### src/rtl/fp16_mul_seq.sv
// Sequential FP16 multiplier: exponent add, 11-step shift-add mantissa multiply,
// normalise/special-case select, behind a start/done handshake.
module fp16_mul_seq #(
  parameter int BIAS = 15
) (
  input  logic        clk,
  input  logic        rst_n,
  input  logic        start,
  input  logic [15:0] a,
  input  logic [15:0] b,
  output logic        busy,
  output logic        done,
  output logic [15:0] result,
  output logic        ovf,
  output logic        unf
);

  typedef enum logic [2:0] {IDLE, EXP, MUL, NORM, DONE} state_t;

  state_t             state, state_nxt;
  logic [15:0]        a_q, b_q;
  logic               sign_q;
  logic signed [6:0]  e_q;
  logic [21:0]        mcand_q, acc_q;
  logic [10:0]        mplier_q;
  logic [3:0]         cnt_q;

  // Operand classification from the latched operands (denormals count as zero).
  logic a_zero, b_zero, a_inf, b_inf, a_nan, b_nan;
  assign a_zero = (a_q[14:10] == 5'd0);
  assign b_zero = (b_q[14:10] == 5'd0);
  assign a_inf  = (&a_q[14:10]) && (a_q[9:0] == 10'd0);
  assign b_inf  = (&b_q[14:10]) && (b_q[9:0] == 10'd0);
  assign a_nan  = (&a_q[14:10]) && (a_q[9:0] != 10'd0);
  assign b_nan  = (&b_q[14:10]) && (b_q[9:0] != 10'd0);

  logic signed [6:0] e_norm;
  logic [9:0]        frac_norm;
  assign e_norm    = acc_q[21] ? e_q + 7'sd1 : e_q;
  assign frac_norm = acc_q[21] ? acc_q[20:11] : acc_q[19:10];

  logic [15:0] res_nxt;
  logic        ovf_nxt, unf_nxt;

  // NOTE: every signal assigned in a combinational block gets a default first,
  // otherwise any path that skips an assignment infers a latch.
  always_comb begin
    res_nxt = {sign_q, e_norm[4:0], frac_norm};
    ovf_nxt = 1'b0;
    unf_nxt = 1'b0;
    if (a_nan || b_nan || ((a_inf || b_inf) && (a_zero || b_zero))) begin
      res_nxt = 16'h7E00;
    end else if (a_inf || b_inf) begin
      res_nxt = {sign_q, 15'h7C00};
      ovf_nxt = 1'b1;
    end else if (a_zero || b_zero) begin
      res_nxt = {sign_q, 15'h0000};
    end else if (e_norm >= 7'sd31) begin
      res_nxt = {sign_q, 15'h7C00};
      ovf_nxt = 1'b1;
    end else if (e_norm <= 7'sd0) begin
      res_nxt = {sign_q, 15'h0000};
      unf_nxt = 1'b1;
    end
  end

  // NOTE: sequential state uses non-blocking assignments so every register
  // samples its inputs from before the edge, independent of statement order.
  always_ff @(posedge clk) begin
    if (!rst_n) state <= IDLE;
    else        state <= state_nxt;
  end

  always_comb begin
    state_nxt = state;
    case (state)
      IDLE: if (start) state_nxt = EXP;
      EXP:  state_nxt = MUL;
      // Eleven add/shift steps take the counter to 11; the cycle that sees 11 leaves.
      MUL:  if (cnt_q == 4'd11) state_nxt = NORM;
      NORM: state_nxt = DONE;
      DONE: state_nxt = IDLE;
      default: state_nxt = IDLE;
    endcase
  end

  always_comb begin
    busy = (state == EXP) || (state == MUL) || (state == NORM);
    done = (state == DONE);
  end

  always_ff @(posedge clk) begin
    if (!rst_n) begin
      a_q      <= 16'h0000;
      b_q      <= 16'h0000;
      sign_q   <= 1'b0;
      e_q      <= 7'sd0;
      mcand_q  <= 22'd0;
      mplier_q <= 11'd0;
      acc_q    <= 22'd0;
      cnt_q    <= 4'd0;
      result   <= 16'h0000;
      ovf      <= 1'b0;
      unf      <= 1'b0;
    end else begin
      case (state)
        IDLE: begin
          if (start) begin
            a_q <= a;
            b_q <= b;
          end
        end
        EXP: begin
          sign_q   <= a_q[15] ^ b_q[15];
          e_q      <= 7'({2'b00, a_q[14:10]} + {2'b00, b_q[14:10]}) - 7'(BIAS);
          mcand_q  <= {11'd0, 1'b1, a_q[9:0]};
          mplier_q <= {1'b1, b_q[9:0]};
          acc_q    <= 22'd0;
          cnt_q    <= 4'd0;
        end
        MUL: begin
          if (cnt_q != 4'd11) begin
            if (mplier_q[0]) acc_q <= acc_q + mcand_q;
            mcand_q  <= mcand_q << 1;
            mplier_q <= mplier_q >> 1;
            cnt_q    <= cnt_q + 4'd1;
          end
        end
        NORM: begin
          e_q    <= e_norm;
          result <= res_nxt;
          ovf    <= ovf_nxt;
          unf    <= unf_nxt;
        end
        default: ;
      endcase
    end
  end

endmodule

### config.mk
export PLATFORM = sky130hd
export DESIGN_NAME = fp16_mul_seq
export DESIGN_NICKNAME = d
export VERILOG_FILES = /design/src/rtl/fp16_mul_seq.sv
export SDC_FILE = /design/constraint.sdc
export NUM_CORES = 1
export LEC_CHECK = 0
export BUFFER_PORTS_ARGS = -buffer_cell sky130_fd_sc_hd__buf_2
export CORE_ASPECT_RATIO = 0.6
export CORE_UTILIZATION = 60
export CTS_CLUSTER_DIAMETER = 120
export DETAILED_ROUTE_END_ITERATION = 8
export PLACE_DENSITY = 0.92
export RECOVER_POWER = 25
export SETUP_SLACK_MARGIN = 0.1
export SYNTH_ARGS = -nofsm -noshare
export SYNTH_HDL_FRONTEND = slang
export SYNTH_SLANG_ARGS = --single-unit
### constraint.sdc
create_clock -name clk -period 4.64 [get_ports clk]
set_clock_uncertainty 0.05 [all_clocks]
set_input_delay 0.696 -clock clk [delete_from_list [all_inputs] [get_ports clk]]
set_output_delay 0.696 -clock clk [all_outputs]
set_load 0.1 [all_outputs]
==> results of run 1 <==
## cell usage after synthesis (6+ instances only)
library cell	instances	area (um^2)
nand2_1	150	563
dfxtp_1	120	2400
a21oi_1	85	425
nor2_1	73	274
clkbuf_1	32	120
ha_1	32	400
nand3_1	26	130
o21ai_0	24	120
a311oi_1	18	158
inv_1	18	67.6
o21ai_1	14	70.1
mux2i_1	12	120
xnor2_1	12	105
xor2_1	10	87.6
a21o_1	9	67.6
a22o_1	9	78.8
nor3_1	9	45.0
a211oi_1	8	60.1
buf_2	8	40.0
nor4_1	7	43.8
and3_1	6	37.5
nand2b_1	6	37.5
## critical path: cells and delay by family
kind	cells	cell delay [ps]
buf+inv	3	2790
compound gates	1	130
## cell families (layout without fill, tap and decap cells)
family                     count (synthesis)  count (layout)
and+or+nand+nor                          319             319
AOI/OAI and AO/OA                        207             207
DFF                                      120             120
buffers and inverters                     64             109
adders and majority gates                 34              34
xor gates and xnor gates                  22              22
muxes                                     13              13
## through the flow
step | area, um^2 | power [mW] | setup WS, ps | instances
floorplan | 6210 | 1.44 | 1890 | 779
global route | 7100 | 3.04 | 924 | 959
global placement | 6500 | 1.53 | 2010 | 927
detailed placement | 6500 | 1.54 | 1890 | 927
CTS | 7130 | 2.92 | 1880 | 959
finish | 7100 | 2.94 | 1130 | 959
## cell type report
cell class	instances	area, um^2	area share
clock buffers	20	447	0.0629
repair buffers	59	282	0.0397
flip-flops and latches	120	2400	0.338
multi-input cells	595	3560	0.501
clock inverters	12	175	0.0247
well taps	135	169	0.0238
inverters	18	67.6	0.00952
## flip-flops by register name, summed over array words and instances (netlist names)
register  flops
e_q           7
sign_q        1
mplier_q     11
mcand_q      22
acc_q        22
cnt_q         4
a_q          16
ovf           1
unf           1
result       16
b_q          16
state         3
## how the worst max path moves through the flow
| stage | startpoint | to | depth (start not counted) |
|---|---|---|---|
| 6_report | rst_n | a_q[9] | 4 |
| 5_1_grt | rst_n | acc_q[3] | 4 |
| 4_1_cts | state[1] | acc_q[21] | 8 |
| 3_5_place_dp | state[2] | acc_q[21] | 6 |
| 3_3_place_gp | state[1] | acc_q[21] | 8 |
| 2_1_floorplan | state[1] | busy | 4 |
## routing by layer
layer  GRT usage  wire length [um]
met3      0.0849              1640
met2       0.499              7090
met5           0                 0
met4       0.101               289
met1       0.447              7600
## power by group
group          internal, mW  switching, mW  leakage [nW]
Clock                 0.911          0.489         0.296
Combinational         0.125          0.261          1.56
Sequential             1.09         0.0617         0.977
==> impl_metrics.csv, run 1 <==
group,metric,value,unit
layout,nets,880,
yosys,synth.avg_cell_area,7.98,um^2
floorplanning,start_util,0.625,
clock_tree,cts_tree,"done",
global_route,grt_overflow,0,
clock_tree,post_cts_buffers,0,
floorplanning,placementRows,28,
clock_tree,cts-root-buf,"clkbuf_16",
yosys,synth-edff-count,0,
sta,holdWs,398,ps
routing,wl_per_cell,17.3,um
routing,via_count,5929,
worst_setup_path,critPathArrivalTime,3660,ps
yosys,netlist_instances,779,
yosys,synth_mux_area_frac,0.0211,
worst_setup_path,ff2ff_path_depth,8,
min_path,min_path_type,"reg2reg",
worst_setup_path,critPathKind,"in2reg",
worst_setup_path,worstPathRequired,4780,ps
yosys,seq_area_frac_synth,0.387,
global_route,track_usage,0.325,
global_route,grt_pass1_vias,5461,
yosys,yosysUniqueCellTypes,67,
routing,drtIter0Drc,720,
worst_setup_path,cp_max_fo,51,
yosys,synth-xor-area-share,0.0310,
layout,area_growth,14.2,%
worst_setup_path,r2r_slack,1610,ps
sta,timing.fmax,0.285,GHz
clock_tree,cts_max_path_buffers,2,
worst_setup_path,cp-start-kind,"input pin",
min_path,hold_start,"result[3]",
floorplanning,die_w,133,um
layout,fillers,730,
yosys,synth_flop_cell,"dfxtp_1",
clock_tree,cts.sink_count,120,
worst_setup_path,r2r_end,"acc_q[21]",
yosys,synth_nets,848,
outcome,violations,"max-capacitance violations, max-slew violations",
sta,fin_tns_setup,0,ps
worst_setup_path,cp-end-kind,"flip-flop",
sta,hold_viol,0,
place,dpl.hpwl,11.0,mm
routing,vias_per_cell,6.18,
floorplanning,pin_count,55,
layout,final_common_cell,"nand2_1",
floorplanning,die_y,80.8,um
sta,slew_headroom,-0.392,
place,numPortBuffers,54,
routing,ant_nets,0,
power_and_ir_drop,power_density,414,nW/um^2
sta,drv_slew,52,
routing,drc,0,
sta,period_minus_slack,3510,ps
sta,worst_pin_slew,2090,ps
worst_setup_path,path_cells,"buf_2 > inv_1 > clkbuf_1 > a21oi_1",
layout,antenna_cells,0,
clock_tree,clk_pin_slew,60,ps
floorplanning,core,9950,um^2
yosys,yosys.area_share.simple,0.233,
sta,rsz0062_at_grt,"no",
layout,layout-drive-gt1-share,0.109,
floorplanning,die-area,10800,um^2
layout,fin_util,0.714,
yosys,synth_top_family_by_area,"simple AND/OR/NAND/NOR gates",
min_path,holdPathStages,2,
job,drv_cap,1,
clock_tree,numCtsBuffers,17,
worst_setup_path,worstReg2RegStart,"state[1]",
global_route,grt_max_degree,54,
worst_setup_path,cp_slowest_cell,"clkbuf_1",
yosys,synth_compound_area_frac,0.214,
power_and_ir_drop,leakage,2.83,nW
place,gp_congestion,0.921,
global_route,antenna_found_initial,0,
global_route,grt_pass1_wl,27.4,mm
sta,fin_crit_sh,0.757,
yosys,ys_ff_latch,120,
outcome,status,"finished, violations left",
min_path,holdPathEnd,"result[3]",
routing,dr.pass1.iters,6,
routing,wirelength,16.6,mm
clock_tree,insertion_delay,420,ps
yosys,yosysWarnings,0,
yosys,synthAdderAreaFrac,0.0709,
clock_tree,cts_resized,0,
layout,mostFrequentLayoutCells,"150 x nand2_1, 120 x dfxtp_1, 85 x a21oi_1",
power_and_ir_drop,irDropWorstVdd,303,uV
yosys,async_flop_share,0,
clock_tree,cts_max_level,4,
yosys,syn_area,6210,um^2
clock_tree,cts_hold_buf,0,
sta,setup_viol,0,
worst_setup_path,cpPeakStageDelay,1580,ps
Power figures use the tool's default switching activity.
==> run 2: changes to the inputs <==
Settings changed: CORE_UTILIZATION 60 to 54, PLACE_DENSITY 0.92 to 0.88.
Clock period 4.64 ns to 3.05 ns, I/O delays scaled along.
==> run 2 against run 1 <==
  * The run now ends clean
  * Sequential share of layout area is 0.28 points lower
  * Via count down 0.57%
  * Final area up 0.83%
  * Clock power increased by 46%
  * Critical endpoint is now acc_q[16]
  * Largest power group unchanged
==> impl_metrics.csv, run 2 (same netlist as run 1, synthesis figures left out) <==
group,metric,value,unit
sta,fin_crit_sh,0.848,
layout,fillers,840,
power_and_ir_drop,leakage,2.88,nW
place,numPortBuffers,54,
sta,slew_headroom,0.0687,
global_route,grt_pass1_vias,5344,
worst_setup_path,critPathArrivalTime,2840,ps
worst_setup_path,cp_common_cell,"o41ai_2",
layout,area_growth,15.2,%
power_and_ir_drop,irDropWorstVdd,484,uV
clock_tree,cts.sink_count,120,
sta,rsz0062_at_grt,"no",
sta,drv_slew,0,
place,dpl.hpwl,10.7,mm
worst_setup_path,critPathKind,"reg2reg",
global_route,grt_max_degree,55,
floorplanning,die_y,85.1,um
layout,layout-drive-gt1-share,0.115,
worst_setup_path,worstPathRequired,3300,ps
worst_setup_path,cp_slowest_cell,"fa_1",
worst_setup_path,path_cells,"ha_1 > inv_1 > fa_1 > nor2b_4 > o31a_1 > o21ai_2 > and2_2 > o41ai_2 > o41ai_2 > xnor2_1 > a22o_1",
sta,fin_tns_setup,0,ps
layout,mostFrequentLayoutCells,"150 x nand2_1, 120 x dfxtp_1, 85 x a21oi_1",
routing,ant_nets,0,
global_route,track_usage,0.280,
global_route,grt_overflow,0,
clock_tree,cts_max_path_buffers,2,
clock_tree,post_cts_buffers,0,
worst_setup_path,crit_path_end,"acc_q[16]",
worst_setup_path,cp-start-kind,"flip-flop",
routing,via_count,5895,
routing,drc,0,
routing,wl_per_cell,16.5,um
floorplanning,die_w,140,um
min_path,min_path_type,"in2reg",
job,drv_cap,0,
sta,period_minus_slack,2590,ps
layout,final_common_cell,"nand2_1",
routing,drtIter0Drc,598,
global_route,grt_pass1_wl,26.6,mm
worst_setup_path,cp_max_fo,3,
floorplanning,die-area,12000,um^2
routing,vias_per_cell,6.07,
clock_tree,cts_tree,"done",
min_path,holdPathStages,3,
clock_tree,insertion_delay,410,ps
sta,timing.fmax,0.387,GHz
outcome,status,"complete, no violations",
floorplanning,pin_count,55,
clock_tree,clk_pin_slew,50,ps
worst_setup_path,worstReg2RegStart,"mcand_q[0]",
layout,nets,889,
floorplanning,core,10900,um^2
place,gp_congestion,0.898,
sta,setup_viol,0,
global_route,antenna_found_initial,0,
worst_setup_path,cp-end-kind,"flip-flop",
worst_setup_path,ff2ff_path_depth,11,
routing,wirelength,16.0,mm
worst_setup_path,r2r_slack,460,ps
place,dpl-instance-area,6590,um^2
routing,dr.pass1.iters,5,
clock_tree,numCtsBuffers,17,
clock_tree,cts-root-buf,"clkbuf_16",
floorplanning,placementRows,29,
power_and_ir_drop,power_density,615,nW/um^2
layout,antenna_cells,0,
clock_tree,cts_max_level,4,
sta,hold_viol,0,
worst_setup_path,crit_path_start,"mcand_q[0]",
worst_setup_path,r2r_end,"acc_q[16]",
layout,final_area,7160,um^2
sta,worst_pin_slew,1400,ps
layout,top_regs,"acc_q x22, mcand_q x22",
floorplanning,start_util,0.571,
clock_tree,cts_hold_buf,0,
min_path,hold_start,"a[5]",
worst_setup_path,cpPeakStageDelay,420,ps
clock_tree,cts_resized,0,
run 2: worst max-delay path: cells and delay by family (launching register included):
family	cells	cell delay, ps
AO/OA/AOI/OAI	5	870
buffers and inverters	1	60
adder cells (fa/ha/maj)	2	630
AND/OR/NAND/NOR	2	390
XOR/XNOR	1	130
flip-flops	1	360
run 2: metal layers:
layer,part of all wire,global-route usage
met4,0.016,0.0870
met2,0.43,0.426
met1,0.49,0.397
met5,0,0
met3,0.072,0.0593
run 2: worst min path at each step:
stage                 to  slack, ps
3_3_place_gp   result[1]        380
2_1_floorplan   acc_q[8]        390
6_report          a_q[5]        230
3_5_place_dp   result[1]        390
4_1_cts           b_q[3]        230
5_1_grt           b_q[3]        230
run 2: area by class of cell:
| cell class | count | area [um^2] | share of cell area |
|---|---|---|---|
| clock buffer | 21 | 440 | 0.0615 |
| clock inverter | 10 | 153 | 0.0213 |
| inverter | 18 | 67.6 | 0.00944 |
| multi-input combinational | 595 | 3560 | 0.497 |
| sequential | 120 | 2400 | 0.336 |
| tap | 139 | 174 | 0.0243 |
| timing repair buffer | 68 | 364 | 0.0509 |
run 2: where the power goes:
group / switching [mW] / leakage, nW / internal [mW]
clock: 0.698 / 0.290 / 1.35
sequential: 0.0858 / 0.977 / 1.66
combinational: 0.398 / 1.61 / 0.204
run 2: stage by stage:
step            util  total power [mW]  instances  hold WS, ps  setup slack (ps)
3_5_place_dp   0.605              2.35        940          388               493
2_1_floorplan      -              2.20        779          388               539
4_1_cts        0.660              4.40        971          230               479
6_report       0.658              4.40        971          233               465
3_3_place_gp   0.605              2.34        940          384               559
5_1_grt        0.658              4.56        971          233               316
